--- config.mk ---
export PLATFORM = sky130hd
export DESIGN_NAME = ram_banked_nxm_flat
export DESIGN_NICKNAME = d
export VERILOG_FILES = /design/src/rtl/ram_banked_nxm_pkg.sv /design/src/rtl/ram_banked_nxm_if.sv /design/src/rtl/ram_banked_nxm_lane.sv /design/src/rtl/ram_banked_nxm.sv /design/src/flat_wrapper.sv
export SDC_FILE = /design/constraint.sdc
export NUM_CORES = 1
export LEC_CHECK = 0
export BUFFER_PORTS_ARGS = -buffer_cell sky130_fd_sc_hd__buf_4
export CAP_MARGIN = 30
export CORE_ASPECT_RATIO = 1.1
export CORE_MARGIN = 1.5
export CORE_UTILIZATION = 50
export CTS_CLUSTER_DIAMETER = 60
export DETAILED_ROUTE_END_ITERATION = 6
export PLACE_DENSITY = 0.71
export SLEW_MARGIN = 10
export SYNTH_ARGS = -nofsm -noshare
export SYNTH_HDL_FRONTEND = slang
export SYNTH_SLANG_ARGS = --single-unit
export TNS_END_PERCENT = 30
--- constraint.sdc ---
create_clock -name i_clk -period 2.4 [get_ports i_clk]
set_input_delay 0.12 -clock i_clk [delete_from_list [all_inputs] [get_ports i_clk]]
set_output_delay 0.12 -clock i_clk [all_outputs]
set_load 0.05 [all_outputs]
--- src/rtl/ram_banked_nxm_pkg.sv ---
// ram_banked_nxm_pkg: definitions shared by the banked RAM slice.
//   - state_e    : sweep/serve FSM encodings (ST_IDLE, ST_CLEAR)
//   - RW_WRITE / RW_READ : encodings of the rw request bit
//   - even_parity: even-parity helper used by the lanes when RAM_PARITY_EN is defined
package ram_banked_nxm_pkg;

  typedef enum logic [0:0] {
    ST_IDLE  = 1'b0,
    ST_CLEAR = 1'b1
  } state_e;

  localparam logic RW_WRITE = 1'b1;
  localparam logic RW_READ  = 1'b0;

  // Even parity of a lane value. Callers zero-extend narrower lanes,
  // which leaves the parity unchanged.
  function automatic logic even_parity(input logic [63:0] d);
    return ^d;
  endfunction

endpackage

--- src/rtl/ram_banked_nxm_if.sv ---
// ram_banked_nxm_if: request/response bundle of the banked RAM.
//   master drives : req, rw, be, addr, data_in
//   slave drives  : data_out, valid, busy, parity_err (parity_err only with RAM_PARITY_EN)
// Optional feature macro: RAM_PARITY_EN
interface ram_banked_nxm_if #(
  parameter int BANK_W = 8,
  parameter int BANKS  = 2,
  parameter int ADDR_W = 2
) ();
  localparam int W = BANKS * BANK_W;

  logic              req;
  logic              rw;
  logic [BANKS-1:0]  be;
  logic [ADDR_W-1:0] addr;
  logic [W-1:0]      data_in;
  logic [W-1:0]      data_out;
  logic              valid;
  logic              busy;
`ifdef RAM_PARITY_EN
  logic [BANKS-1:0]  parity_err;

  modport master (output req, rw, be, addr, data_in,
                  input  data_out, valid, busy, parity_err);
  modport slave  (input  req, rw, be, addr, data_in,
                  output data_out, valid, busy, parity_err);
`else
  modport master (output req, rw, be, addr, data_in,
                  input  data_out, valid, busy);
  modport slave  (input  req, rw, be, addr, data_in,
                  output data_out, valid, busy);
`endif
endinterface

--- src/rtl/ram_banked_nxm_lane.sv ---
// ram_banked_nxm_lane: one BANK_W-bit (+ optional parity bit) x DEPTH lane array.
//   i_clk   : clock
//   i_clr   : synchronous active-high clear of the read registers (array untouched)
//   i_we    : write i_wdata to i_addr
//   i_re    : register the word at i_addr onto o_rdata (and o_perr)
//   i_addr  : word address
//   i_wdata : lane write data
//   o_rdata : registered read data, holds between reads
//   o_perr  : registered parity mismatch of the last read (RAM_PARITY_EN only)
// Optional feature macro: RAM_PARITY_EN
module ram_banked_nxm_lane
  import ram_banked_nxm_pkg::*;
#(
  parameter int BANK_W = 8,
  parameter int ADDR_W = 2
) (
  input  logic              i_clk,
  input  logic              i_clr,
  input  logic              i_we,
  input  logic              i_re,
  input  logic [ADDR_W-1:0] i_addr,
  input  logic [BANK_W-1:0] i_wdata,
`ifdef RAM_PARITY_EN
  output logic              o_perr,
`endif
  output logic [BANK_W-1:0] o_rdata
);
  localparam int DEPTH = 2 ** ADDR_W;
`ifdef RAM_PARITY_EN
  localparam int MEM_W = BANK_W + 1;   // parity kept in the top bit
`else
  localparam int MEM_W = BANK_W;
`endif

  logic [MEM_W-1:0]  r_mem [DEPTH];
  logic [MEM_W-1:0]  w_entry;
  logic [BANK_W-1:0] r_rdata;

`ifdef RAM_PARITY_EN
  logic r_perr;
  // Stored entry: even parity of the data above the data bits.
  always_comb begin
    w_entry = {even_parity(64'(i_wdata)), i_wdata};
  end
`else
  // Stored entry is the plain lane data.
  always_comb begin
    w_entry = i_wdata;
  end
`endif

  // Array write port; contents are not reset (the clear sweep zeroes them).
  always_ff @(posedge i_clk) begin
    if (i_we) begin
      r_mem[i_addr] <= w_entry;
    end
  end

  // Registered read port; clr discards any read in flight.
  always_ff @(posedge i_clk) begin
    if (i_clr) begin
      r_rdata <= '0;
`ifdef RAM_PARITY_EN
      r_perr  <= 1'b0;
`endif
    end else if (i_re) begin
      r_rdata <= r_mem[i_addr][BANK_W-1:0];
`ifdef RAM_PARITY_EN
      r_perr  <= r_mem[i_addr][BANK_W] ^ even_parity(64'(r_mem[i_addr][BANK_W-1:0]));
`endif
    end
  end

  assign o_rdata = r_rdata;
`ifdef RAM_PARITY_EN
  assign o_perr  = r_perr;
`endif

endmodule

--- src/rtl/ram_banked_nxm.sv ---
// ram_banked_nxm: single-port synchronous RAM of BANKS byte lanes with per-lane
// write enables, a 1-cycle registered read with valid strobe and a sequenced
// clear sweep (one word per cycle while busy).
//   i_clk : clock, all state changes on the rising edge
//   i_clr : synchronous active-high reset; also (re)starts the clear sweep
//   bus   : ram_banked_nxm_if.slave (req/rw/be/addr/data_in in,
//           data_out/valid/busy[/parity_err] out)
// Optional feature macro: RAM_PARITY_EN (per-lane even parity + parity_err)
module ram_banked_nxm
  import ram_banked_nxm_pkg::*;
#(
  parameter int BANK_W = 8,
  parameter int BANKS  = 2,
  parameter int ADDR_W = 2
) (
  input  logic             i_clk,
  input  logic             i_clr,
  ram_banked_nxm_if.slave  bus
);
  localparam int W = BANKS * BANK_W;
  localparam logic [ADDR_W-1:0] PTR_LAST = {ADDR_W{1'b1}};

  state_e            r_state;
  logic [ADDR_W-1:0] r_ptr;
  logic              r_valid;
  logic              r_busy;

  logic              w_sweep;
  logic              w_rd;
  logic              w_wr;
  logic [ADDR_W-1:0] w_addr;
  logic [BANKS-1:0]  w_we;
  logic [W-1:0]      w_wdata;
  logic [W-1:0]      w_rdata;
`ifdef RAM_PARITY_EN
  logic [BANKS-1:0]  w_perr;
`endif

  // Request qualification: an edge with clr high accepts nothing.
  always_comb begin
    w_sweep = (r_state == ST_CLEAR) && !i_clr;
    w_rd    = (r_state == ST_IDLE) && bus.req && !i_clr && (bus.rw == RW_READ);
    w_wr    = (r_state == ST_IDLE) && bus.req && !i_clr && (bus.rw == RW_WRITE);
  end

  // Lane address/write mux: the sweep owns the array while clearing.
  always_comb begin
    if (w_sweep) begin
      w_addr  = r_ptr;
      w_we    = {BANKS{1'b1}};
      w_wdata = '0;
    end else begin
      w_addr  = bus.addr;
      w_we    = w_wr ? bus.be : {BANKS{1'b0}};
      w_wdata = bus.data_in;
    end
  end

  // Control FSM: sweep pointer, busy and read valid strobe.
  always_ff @(posedge i_clk) begin
    if (i_clr) begin
      r_state <= ST_CLEAR;
      r_ptr   <= '0;
      r_busy  <= 1'b1;
      r_valid <= 1'b0;
    end else begin
      case (r_state)
        ST_CLEAR: begin
          r_valid <= 1'b0;
          r_ptr   <= r_ptr + ADDR_W'(1);
          if (r_ptr == PTR_LAST) begin
            r_state <= ST_IDLE;
            r_busy  <= 1'b0;
          end else begin
            r_state <= ST_CLEAR;
            r_busy  <= 1'b1;
          end
        end
        ST_IDLE: begin
          r_state <= ST_IDLE;
          r_busy  <= 1'b0;
          r_valid <= w_rd;
        end
        default: begin
          r_state <= ST_CLEAR;
          r_ptr   <= '0;
          r_busy  <= 1'b1;
          r_valid <= 1'b0;
        end
      endcase
    end
  end

  for (genvar i = 0; i < BANKS; i++) begin : g_lane
    ram_banked_nxm_lane #(
      .BANK_W (BANK_W),
      .ADDR_W (ADDR_W)
    ) u_lane (
      .i_clk   (i_clk),
      .i_clr   (i_clr),
      .i_we    (w_we[i]),
      .i_re    (w_rd),
      .i_addr  (w_addr),
      .i_wdata (w_wdata[i*BANK_W +: BANK_W]),
`ifdef RAM_PARITY_EN
      .o_perr  (w_perr[i]),
`endif
      .o_rdata (w_rdata[i*BANK_W +: BANK_W])
    );
  end

  assign bus.data_out = w_rdata;
  assign bus.valid    = r_valid;
  assign bus.busy     = r_busy;
`ifdef RAM_PARITY_EN
  assign bus.parity_err = w_perr;
`endif

endmodule

--- src/flat_wrapper.sv ---
// flat-port wrapper written by rule: the top's interface ports become plain ports
module ram_banked_nxm_flat import ram_banked_nxm_pkg::*;
#(
  parameter int BANK_W = 8,
  parameter int BANKS  = 2,
  parameter int ADDR_W = 2
)
  (i_clk, i_clr, bus_req, bus_rw, bus_be, bus_addr, bus_data_in, bus_data_out, bus_valid, bus_busy);
  ram_banked_nxm_if #(.BANK_W(BANK_W), .BANKS(BANKS), .ADDR_W(ADDR_W)) bus_i ();
  input  logic i_clk;
  input  logic i_clr;
  input wire logic [$bits(bus_i.req)-1:0] bus_req;
  input wire logic [$bits(bus_i.rw)-1:0] bus_rw;
  input wire logic [$bits(bus_i.be)-1:0] bus_be;
  input wire logic [$bits(bus_i.addr)-1:0] bus_addr;
  input wire logic [$bits(bus_i.data_in)-1:0] bus_data_in;
  output wire logic [$bits(bus_i.data_out)-1:0] bus_data_out;
  output wire logic [$bits(bus_i.valid)-1:0] bus_valid;
  output wire logic [$bits(bus_i.busy)-1:0] bus_busy;
  assign bus_i.req = bus_req;
  assign bus_i.rw = bus_rw;
  assign bus_i.be = bus_be;
  assign bus_i.addr = bus_addr;
  assign bus_i.data_in = bus_data_in;
  assign bus_data_out = bus_i.data_out;
  assign bus_valid = bus_i.valid;
  assign bus_busy = bus_i.busy;
  ram_banked_nxm #(.BANK_W(BANK_W), .BANKS(BANKS), .ADDR_W(ADDR_W)) u_core (.i_clk(i_clk), .i_clr(i_clr), .bus(bus_i));
endmodule
==> flow_summary_export.csv, run 1 <==
group,metric,value,unit
outcome,run_status,"completed",
setup_path,crit_chain,"nor4bb_1 > a31o_1 > nor2b_1 > buf_4",
placement,hpwl,4020,um
timing,finalSetupViolCount,0,
setup_path,crit_start,"u_core.bus.busy",
floorplanning,initial_core_util,52.7,%
logic_synthesis,yosysWarnings,0,
global_routing,antenna_found_initial,0,
floorplanning,core_area,6270,sq um
detailed_routing,drc,0,
cells_and_area,diodes,0,
cells_and_area,mostFrequentLayoutCell,"edfxtp_1",
clock_tree,clk_latency,0.34,ns
global_routing,grt.total_usage,19.0,%
detailed_routing,drt-met1-wl,2690,um
setup_path,rr_worst_depth,4,
placement,gp_congestion,0.778,
placement,dpl_worst_slack,0.307,ns
floorplanning,num_rows,30,
setup_path,cp_slowest_cell,"dfxtp_1",
timing,min_period_over_period,87.2,%
floorplanning,io_pins,42,
pwr,power_density,798,nW/um^2
min_path,min-delay-start,"bus_data_in[9]",
global_routing,grt_overflow_total,0,
timing,fmax,478,MHz
setup_path,arrival,2.15,ns
clock_tree,ctsRootBufferMaster,"clkbuf_8",
timing,finalSetupTns,0,ns
detailed_routing,drt_iter0_drc,192,
logic_synthesis,ys_ff_latch,84,
global_routing,grt_pass1_vias,1874,
detailed_routing,wl_per_cell,17.5,um
setup_path,endpoint_kind,"flip-flop",
cells_and_area,drive_above_1_share,31.9,%
cells_and_area,most-common-layout-cells,"edfxtp_1 (64), buf_4 (58), a22oi_1 (24), dfxtp_1 (20), nor2_1 (18)",
floorplanning,die_w,80.5,um
detailed_routing,drtPass1Iterations,4,
timing,relSlewSlack,67.9,%
logic_synthesis,ys_types,29,
clock_tree,cts_buffers,9,
timing,fin_skew,0.00750,ns
detailed_routing,dr_wl_met3,253,um
detailed_routing,wirelength,6140,um
detailed_routing,wl_met2,3120,um
min_path,min_path_cells,2,
detailed_routing,routed.top_layer,"met4",
clock_tree,clk_pin_slew,0.09,ns
clock_tree,cts_num_sinks,84,
global_routing,grt_start_max_net_pins,34,
setup_path,reg2reg_setup_slack,0.31,ns
logic_synthesis,syn_avg_cell_area,15.6,sq um
detailed_routing,ant_nets,0,
timing,holdWs,0.130,ns
setup_path,crit_required,2.45,ns
min_path,hold_end,"u_core.g_lane[1].u_lane.r_mem[2][1]",
logic_synthesis,synth_seq_area_share,70.3,%
logic_synthesis,synth_fp_nets,237,
clock_tree,clk_path_buf_depth,2,
clock_tree,cts_tree,"yes",
detailed_routing,vias,1951,
floorplanning,dieHeight,88.2,um
timing,setup_slack,0.308,ns
timing,min_period,2.09,ns
setup_path,critPathMaxStageDelay,0.63,ns
setup_path,timing.rr.start,"u_core.bus.busy",
placement,io_buffers,41,
cells_and_area,nNetsFinal,290,
setup_path,r2r-end,"u_core.g_lane[0].u_lane.r_mem[2][4]",
min_path,hold_path.class,"input port to flip-flop",
detailed_routing,vias_per_cell,5.57,
logic_synthesis,synthCells,212,
floorplanning,dieArea,7100,sq um
pwr,ir_worst_vdd,0.375,mV
logic_synthesis,syn-cell-area,3300,sq um
timing,finalMaxSlewViolations,0,
global_routing,grt_pass1_wl,9620,um
cells_and_area,syn2layout_area_growth,17.7,%
timing,hold_violations,0,
pwr,p_leak,1.37,nW
pwr,power,3.10,mW
clock_tree,htreeDepth,3,
clock_tree,cts_hold_buf,0,
timing,rsz0062_at_grt,"false",
clock_tree,cts_resized,0,
run,maxCapViolCount,0,
timing,tightest_slew,0.481,ns
clock_tree,post_cts_buffers,0,
setup_path,cp_max_fo,11,
setup_path,cp-start-kind,"flip-flop",
cells_and_area,utilization,62.0,%
setup_path,path_class,"flip-flop to flip-flop",
==> flip-flops by register name, summed over array words and instances, names as in the netlist <==
name / count
u_core.bus.busy: 1
u_core.r_ptr: 2
u_core.bus.valid: 1
u_core.g_lane.u_lane.o_rdata: 16
u_core.g_lane.u_lane.r_mem: 64
==> worst max-delay path, delay by kind of cell, from the launching register on <==
kind,cells,cell delay [ns]
buffers and inverters,1,0.22
AND/OR/NAND/NOR,2,0.60
AO/OA/AOI/OAI,1,0.35
flip-flops,1,0.63
==> kinds of logic (layout without fill, tap and decap cells) <==
logic type / Yosys count / count (layout) / share of synthesized area (%)
flops: 84 / 84 / 70.3
mux: 2 / 2 / 0.985
fa+ha+maj: 1 / 1 / 0.379
compound gates: 54 / 54 / 14.1
simple gates: 51 / 51 / 9.21
xor+xnor: 1 / 1 / 0.265
buf+inv: 19 / 77 / 4.70
==> layout make-up <==
type	instances	area (sq um)
clock inverters	5	62.6
clock buffers	11	131
multi-input cells	109	825
fillers	476	2380
flip-flops and latches	84	2320
inverters	3	11.3
well taps	80	100
repair buffers	58	435
==> how the worst max path moves through the flow <==
| stage | end | slack, ns | depth (start not counted) |
|---|---|---|---|
| final | u_core.g_lane[0].u_lane.r_mem[2][4] | 0.31 | 4 |
| after global routing | u_core.g_lane[0].u_lane.r_mem[0][5] | 0.08 | 4 |
| after CTS | u_core.g_lane[0].u_lane.r_mem[0][5] | 0.28 | 4 |
| after detailed placement | u_core.g_lane[0].u_lane.r_mem[0][1] | 0.31 | 4 |
| after global placement | u_core.g_lane[0].u_lane.r_mem[3][6] | 0.36 | 4 |
| after floorplan | u_core.g_lane[0].u_lane.r_mem[0][0] | 0.09 | 6 |
==> synthesized netlist by cell type <==
| cell type | n | area [sq um] |
|---|---|---|
| nor4bb_1 | 2 | 20.0 |
| inv_1 | 3 | 11.3 |
| ha_1 | 1 | 12.5 |
| nor2_1 | 18 | 67.6 |
| nand2b_4 | 1 | 13.8 |
| nor4b_1 | 1 | 8.76 |
| clkbuf_1 | 2 | 7.51 |
| buf_12 | 1 | 20.0 |
| buf_1 | 1 | 3.75 |
| buf_6 | 8 | 90.1 |
| a22oi_1 | 24 | 180 |
| edfxtp_1 | 64 | 1920 |
| nor2b_1 | 8 | 50.1 |
| a31oi_1 | 2 | 12.5 |
| mux2i_4 | 1 | 22.5 |
| xnor2_1 | 1 | 8.76 |
| a311oi_1 | 16 | 140 |
| a31o_2 | 1 | 8.76 |
| buf_2 | 3 | 15.0 |
| buf_4 | 1 | 7.51 |
| a31o_1 | 2 | 17.5 |
| dfxtp_1 | 20 | 400 |
| or2_2 | 2 | 12.5 |
| nand2_1 | 2 | 7.51 |
| a21o_1 | 1 | 7.51 |
| nor4b_4 | 1 | 23.8 |
| and2_1 | 16 | 100 |
| a22oi_2 | 8 | 100 |
| mux2i_1 | 1 | 10.0 |
==> routing by layer <==
metal	vias to the layer above	global-route usage, %
li1	931	-
met1	965	24.5
met2	48	30.7
met3	7	3.81
met4	0	10.0
met5	-	0
==> through the flow <==
step           std cells  cell area (sq um)
2_1_floorplan        212               3300
3_3_place_gp         334               3690
3_5_place_dp         334               3690
4_1_cts              350               3890
5_1_grt              350               3890
6_report             350               3890
==> power by group <==
part	internal [mW]	switching (mW)	total [mW]	leakage, nW
clock	0.485	0.493	0.979	0.0897
combinational	0.172	0.240	0.413	0.518
sequential	1.67	0.0420	1.71	0.759
total	2.33	0.776	3.10	1.37
(Power assumes the default switching activity.)
==> run 2: changes to the inputs <==
- ABC_AREA: default -> 1
==> run 2 against run 1 <==
  * Synthesized cell count up 77%
  * Clock power down 3.1%
  * Routed wire length up 23%
  * First-iteration DRC count up 23%
  * Clock-buffer cell count unchanged
  * Non-clock buffer count down 9
  * Critical path depth up 6
  * Flip-flop and latch count unchanged
  * Final cell count up 45%
==> flow_summary_export.csv, run 2 <==
group,metric,value,unit
timing,relSlewSlack,58.7,%
setup_path,cp_max_fo,21,
outcome,run_status,"completed",
global_routing,grt_overflow_total,0,
logic_synthesis,synthMostInstantiatedCell,"nand2_1",
setup_path,crit_buf_inv,6,
setup_path,arrival,1.94,ns
logic_synthesis,async_flop_share,0,%
timing,holdWs,0.150,ns
setup_path,cp-endpoint,"u_core.g_lane[0].u_lane.r_mem[2][7]",
timing,tightest_slew,0.619,ns
pwr,power,3.07,mW
logic_synthesis,syn-cell-area,3630,sq um
logic_synthesis,synth_edf_count,64,
global_routing,grt_pass1_wl,12000,um
setup_path,crit_required,2.43,ns
cells_and_area,top_register,"u_core.g_lane.u_lane.r_mem",
detailed_routing,ant_nets,0,
min_path,min_path_cells,3,
floorplanning,io_pins,42,
run,maxCapViolCount,0,
setup_path,crit_family,"buffers and inverters",
detailed_routing,drt_iter0_drc,237,
clock_tree,clk_pin_slew,0.09,ns
global_routing,grt_pass1_vias,2479,
detailed_routing,drtPass1Iterations,5,
clock_tree,cts_num_sinks,84,
clock_tree,ctsRootBufferMaster,"clkbuf_8",
floorplanning,dieHeight,92.4,um
cells_and_area,drive_above_1_share,16.7,%
setup_path,crit_chain,"dlygate4sd3_1 > buf_4 > inv_1 > buf_4 > nand3_1 > nand2_2 > buf_4 > nor2_1 > nand2_1 > inv_1",
timing,min_period,1.92,ns
clock_tree,cts_tree,"yes",
detailed_routing,wl_per_cell,14.8,um
logic_synthesis,syn_avg_cell_area,9.67,sq um
setup_path,path_common_cell,"buf_4",
floorplanning,num_rows,32,
logic_synthesis,synthTopCellsByArea,"edfxtp_1 (53%), nand2_1 (11%), dfxtp_1 (11%)",
timing,hold_violations,0,
floorplanning,initial_core_util,51.9,%
floorplanning,dieArea,7790,sq um
placement,dpl_worst_slack,0.596,ns
clock_tree,cts_buffers,9,
placement,io_buffers,41,
min_path,hold_path.class,"input port to flip-flop",
global_routing,grt.total_usage,20.2,%
logic_synthesis,synthCells,376,
detailed_routing,vias,2672,
detailed_routing,wirelength,7540,um
setup_path,crit_start,"i_clr",
cells_and_area,most-common-layout-cells,"nand2_1 (108), nand3_1 (66), edfxtp_1 (64), inv_1 (50), buf_4 (48)",
timing,setup_slack,0.483,ns
logic_synthesis,yosys-top-cells-count,"nand2_1 (108), nand3_1 (66), edfxtp_1 (64)",
detailed_routing,vias_per_cell,5.25,
cells_and_area,nNetsFinal,444,
pwr,power_density,731,nW/um^2
setup_path,timing.rr.start,"u_core.bus.busy",
clock_tree,post_cts_buffers,0,
clock_tree,clk_latency,0.35,ns
logic_synthesis,ys_ff_latch,84,
cells_and_area,diodes,0,
global_routing,grt_start_max_net_pins,34,
global_routing,antenna_found_initial,0,
setup_path,cp-start-kind,"input port",
timing,fin_skew,0.0107,ns
timing,rsz0062_at_grt,"false",
logic_synthesis,ys_types,20,
setup_path,cp_slowest_cell,"dlygate4sd3_1",
setup_path,path_class,"input port to flip-flop",
cells_and_area,largest_register_ffs,64,
timing,fmax,522,MHz
setup_path,cp.depth,10,
pwr,ir_worst_vdd,0.328,mV
cells_and_area,mostFrequentLayoutCell,"nand2_1",
floorplanning,die_w,84.3,um
timing,finalSetupViolCount,0,
timing,finalSetupTns,0,ns
timing,min_period_over_period,79.9,%
logic_synthesis,synth_fp_nets,401,
setup_path,r2r-end,"u_core.g_lane[1].u_lane.r_mem[3][7]",
logic_synthesis,synth_ff_type,"edfxtp_1",
logic_synthesis,synth_seq_area_share,63.9,%
detailed_routing,drc,0,
floorplanning,core_area,7010,sq um
clock_tree,clk_path_buf_depth,2,
setup_path,critPathMaxStageDelay,0.53,ns
logic_synthesis,yosys.area.top_type,"edfxtp_1",
clock_tree,htreeDepth,3,
cells_and_area,syn2layout_area_growth,15.8,%
setup_path,reg2reg_setup_slack,0.54,ns
setup_path,rr_worst_depth,7,
pwr,p_leak,1.97,nW
logic_synthesis,yosysWarnings,0,
placement,gp_congestion,0.864,
placement,hpwl,5020,um
timing,finalMaxSlewViolations,0,
logic_synthesis,synth_top_area_share,52.9,%
setup_path,endpoint_kind,"flip-flop",
==> run 2: changes by cell type in the layout (fill, tap and decap cells not counted), sizes merged, moves of 5 or more <==
cell    change
inv        +49
nand2     +109
a311oi     -16
a22oi      -32
o21ai       +5
nand3      +66
nor2b       -8
and2       -16
o21a       +16
buf        -10
==> run 2: stage by stage <==
stage | cells | instance area, sq um | util (%)
2_1_floorplan | 376 | 3630 | -
3_3_place_gp | 492 | 4010 | 57.2
3_5_place_dp | 492 | 4010 | 57.2
4_1_cts | 509 | 4210 | 60.1
5_1_grt | 509 | 4210 | 60.1
6_report | 509 | 4210 | 60.1
==> run 2: report_power, final <==
group / total (mW) / leakage, nW / internal, mW / switching, mW
Clock: 0.949 / 0.0984 / 0.441 / 0.508
Combinational: 0.437 / 1.11 / 0.133 / 0.304
Sequential: 1.69 / 0.760 / 1.66 / 0.0280
Total: 3.07 / 1.97 / 2.23 / 0.840
==> run 2: area by class of cell <==
cell class	instances	area, sq um
Timing Repair Buffer	49	370
Clock buffer	11	153
Clock inverter	5	36.3
Inverter	52	195
Multi-Input combinational cell	223	1030
Sequential cell	84	2320
Fill cell	604	2800
Tap cell	85	106
==> run 2: worst min-delay path by stage <==
stage,endpoint,slack [ns],from
6_report,u_core.g_lane[0].u_lane.r_mem[2][4],0.15,bus_data_in[4]
5_1_grt,u_core.g_lane[1].u_lane.r_mem[3][1],0.16,bus_data_in[9]
4_1_cts,u_core.g_lane[0].u_lane.r_mem[2][7],0.14,bus_data_in[7]
3_5_place_dp,u_core.r_ptr[1],0.29,i_clr
3_3_place_gp,u_core.r_ptr[1],0.29,i_clr
2_1_floorplan,u_core.r_ptr[1],0.19,i_clr
==> run 2: worst register-to-register path, cell delays in order, from the launching register on <==
cell and delay (ns):
dfxtp_1 0.44, nand2_2 0.17, nand2_1 0.13, o21ai_4 0.07, buf_4 0.20, nor2_1 0.17, nand2_1 0.07, inv_1 0.28
==> run 2: repair_timing <==
| action | CTS | global route |
|---|---|---|
| endpoints found under the setup margin | 0 | 0 |
| hold buffers | 1 | 0 |
| endpoints found under the hold margin | 1 | 0 |
| resized for setup | 0 | 0 |
==> run 2: cell families (layout without fill, tap and decap cells) <==
group / count (synthesis) / count (layout) / share of synthesized area, %
simple gates: 199 / 199 / 23.3
buf+inv: 69 / 117 / 7.88
fa+ha+maj: 1 / 1 / 0.344
flops: 84 / 84 / 63.9
compound gates: 23 / 23 / 4.58
==> run 2: routing by layer <==
| layer | vias up | wire length (um) | GRT usage [%] |
|---|---|---|---|
| met5 | - | 0 | 0 |
| met4 | 0 | 99 | 8.06 |
| met3 | 8 | 537 | 4.55 |
| met2 | 116 | 3570 | 31.8 |
| met1 | 1237 | 3340 | 27.4 |
| li1 | 1311 | - | - |
==> run 3: changes to the inputs <==
- PLACE_DENSITY: 0.71 -> 0.74
- clock period: 2.4 -> 1.7 ns (I/O delays scaled with it)
==> run 3 against run 2 <==
  * Utilization is 0.93 points higher
  * Sequential share of layout area is 0.75 points lower
  * Sequential power is 41% higher
  * Global-route usage is 1.3 points higher
  * Total power is 41% higher
  * Critical path depth is 3 lower
  * Hold slack worse by 0.038 ns
  * Highest routed layer unchanged
==> flow_summary_export.csv, run 3 (same netlist as run 2, synthesis figures left out) <==
group,metric,value,unit
outcome,run_status,"completed",
min_path,hold_end,"u_core.g_lane[0].u_lane.r_mem[1][5]",
floorplanning,num_rows,32,
setup_path,cp-start-kind,"flip-flop",
cells_and_area,nNetsFinal,450,
setup_path,crit_required,1.74,ns
cells_and_area,n_fill_cell,585,
pwr,power,4.33,mW
cells_and_area,multi_input_area,1030,sq um
clock_tree,cts_num_sinks,84,
detailed_routing,wl_per_cell,15.2,um
clock_tree,htreeDepth,3,
global_routing,grt_pass1_wl,12900,um
min_path,hold_path.class,"input port to flip-flop",
clock_tree,ctsRootBufferMaster,"clkbuf_8",
pwr,p_leak,1.95,nW
global_routing,grt_overflow_total,0,
placement,hpwl,5070,um
floorplanning,die_w,84.3,um
setup_path,timing.rr.start,"u_core.bus.busy",
floorplanning,initial_core_util,51.9,%
clock_tree,clk_latency,0.36,ns
global_routing,grt_pass1_vias,2691,
min_path,min-delay-start,"bus_data_in[5]",
detailed_routing,wirelength,7810,um
timing,hold_violations,0,
detailed_routing,drt_iter0_drc,313,
setup_path,crit_chain,"nand2_2 > nand2_2 > nand2_2 > inv_2 > nor2_1 > nand2_1 > inv_2",
global_routing,grt_start_max_net_pins,34,
cells_and_area,drive_above_1_share,20.2,%
setup_path,path_class,"flip-flop to flip-flop",
setup_path,endpoint_kind,"flip-flop",
clock_tree,cts_buffers,9,
cells_and_area,ff_latch_area,2330,sq um
floorplanning,dieArea,7790,sq um
clock_tree,post_cts_buffers,0,
detailed_routing,vias,2698,
pwr,ir_worst_vdd,0.507,mV
timing,holdWs,0.111,ns
cells_and_area,largest_register_ffs,64,
timing,tightest_slew,0.381,ns
setup_path,critPathMaxStageDelay,0.37,ns
clock_tree,cts_tree,"yes",
placement,io_buffers,41,
run,maxCapViolCount,0,
setup_path,arrival,1.67,ns
cells_and_area,syn2layout_area_growth,17.6,%
cells_and_area,mostFrequentLayoutCell,"nand2_1",
timing,fmax,617,MHz
setup_path,cp_max_fo,9,
global_routing,grt.total_usage,21.6,%
min_path,min_path_cells,3,
setup_path,path_common_cell,"nand2_2",
placement,gp_congestion,0.844,
floorplanning,io_pins,42,
detailed_routing,drc,0,
detailed_routing,vias_per_cell,5.24,
clock_tree,clk_pin_slew,0.09,ns
cells_and_area,top_register,"u_core.g_lane.u_lane.r_mem",
timing,min_period_over_period,95.3,%
setup_path,cp_slowest_cell,"dfxtp_4",
setup_path,reg2reg_setup_slack,0.08,ns
pwr,power_density,1010,nW/um^2
timing,min_period,1.62,ns
setup_path,crit_start,"u_core.bus.busy",
detailed_routing,ant_nets,0,
timing,finalMaxSlewViolations,0,
floorplanning,dieHeight,92.4,um
timing,fin_skew,0.0133,ns
detailed_routing,drtPass1Iterations,5,
cells_and_area,most-common-layout-cells,"nand2_1 (107), nand3_1 (66), edfxtp_1 (64), buf_4 (53), inv_1 (42)",
setup_path,rr_worst_depth,7,
setup_path,crit_buf_inv,2,
cells_and_area,diodes,0,
clock_tree,clk_path_buf_depth,2,
global_routing,antenna_found_initial,0,
setup_path,r2r-end,"u_core.g_lane[1].u_lane.r_mem[3][5]",
setup_path,crit_family,"simple AND/OR/NAND/NOR gates",
timing,relSlewSlack,74.5,%
floorplanning,core_area,7010,sq um
timing,finalSetupViolCount,0,
## run 3: cell count changes in the layout (fill, tap and decap cells not counted), sizes merged
cell / previous run / this run
clkinvlp: 0 / 5
clkinv: 5 / 3
buf: 48 / 54
inv: 52 / 49
## run 3: timing repair
action	4_1_cts	5_1_grt
hold buffers	1	0
resized for setup	0	4
endpoints found under the setup margin	0	31
endpoints found under the hold margin	1	0
## run 3: how the worst max path moves through the flow
stage | slack, ns | endpoint | depth (start not counted)
after floorplan | -0.02 | u_core.g_lane[1].u_lane.r_mem[0][0] | 7
final | 0.08 | u_core.g_lane[1].u_lane.r_mem[3][5] | 7
after CTS | 0.05 | u_core.g_lane[1].u_lane.r_mem[0][7] | 7
after global routing | -0.05 | u_core.g_lane[0].u_lane.r_mem[2][0] | 6
after global placement | 0.14 | u_core.g_lane[1].u_lane.r_mem[2][4] | 6
after detailed placement | 0.07 | u_core.g_lane[1].u_lane.r_mem[0][4] | 7
## run 3: metrics by stage
stage	worst slack, ns	cell area (sq um)	instances	util (%)	setup TNS, ns
after floorplan	-0.0190	3640	376	-	-0.152
after global placement	0.142	4070	498	58.1	0
after detailed placement	0.0671	4070	498	58.1	0
after CTS	0.0538	4260	515	60.8	0
after global routing	-0.0482	4270	515	61.0	-0.554
final	0.0794	4270	515	61.0	0
## run 3: tightest hold or removal path: stages
cell	delay (ns)
buf_4	0.11
inv_1	0.05
nor2_1	0.06
## run 3: power breakdown
group | internal (mW) | leakage, nW | total [mW] | switching, mW
registers | 2.34 | 0.760 | 2.38 | 0.0382
clock network | 0.573 | 0.0855 | 1.29 | 0.717
logic | 0.211 | 1.11 | 0.658 | 0.447
## run 3: metal layers
metal | GRT usage [%] | part of all wire, % | vias to the layer above
li1 | - | - | 1322
met3 | 4.28 | 7.5 | 12
met2 | 35.0 | 48 | 123
met5 | 0 | 0 | -
met4 | 12.4 | 1.9 | 0
met1 | 26.9 | 42 | 1241
## run 3: cell type report
type	count	share of cell area, %
clock buffers	11	3.31
flip-flops and latches	84	54.4
multi-input cells	223	24.1
well taps	85	2.49
repair buffers	55	10.0
clock inverters	5	0.878
inverters	52	4.83
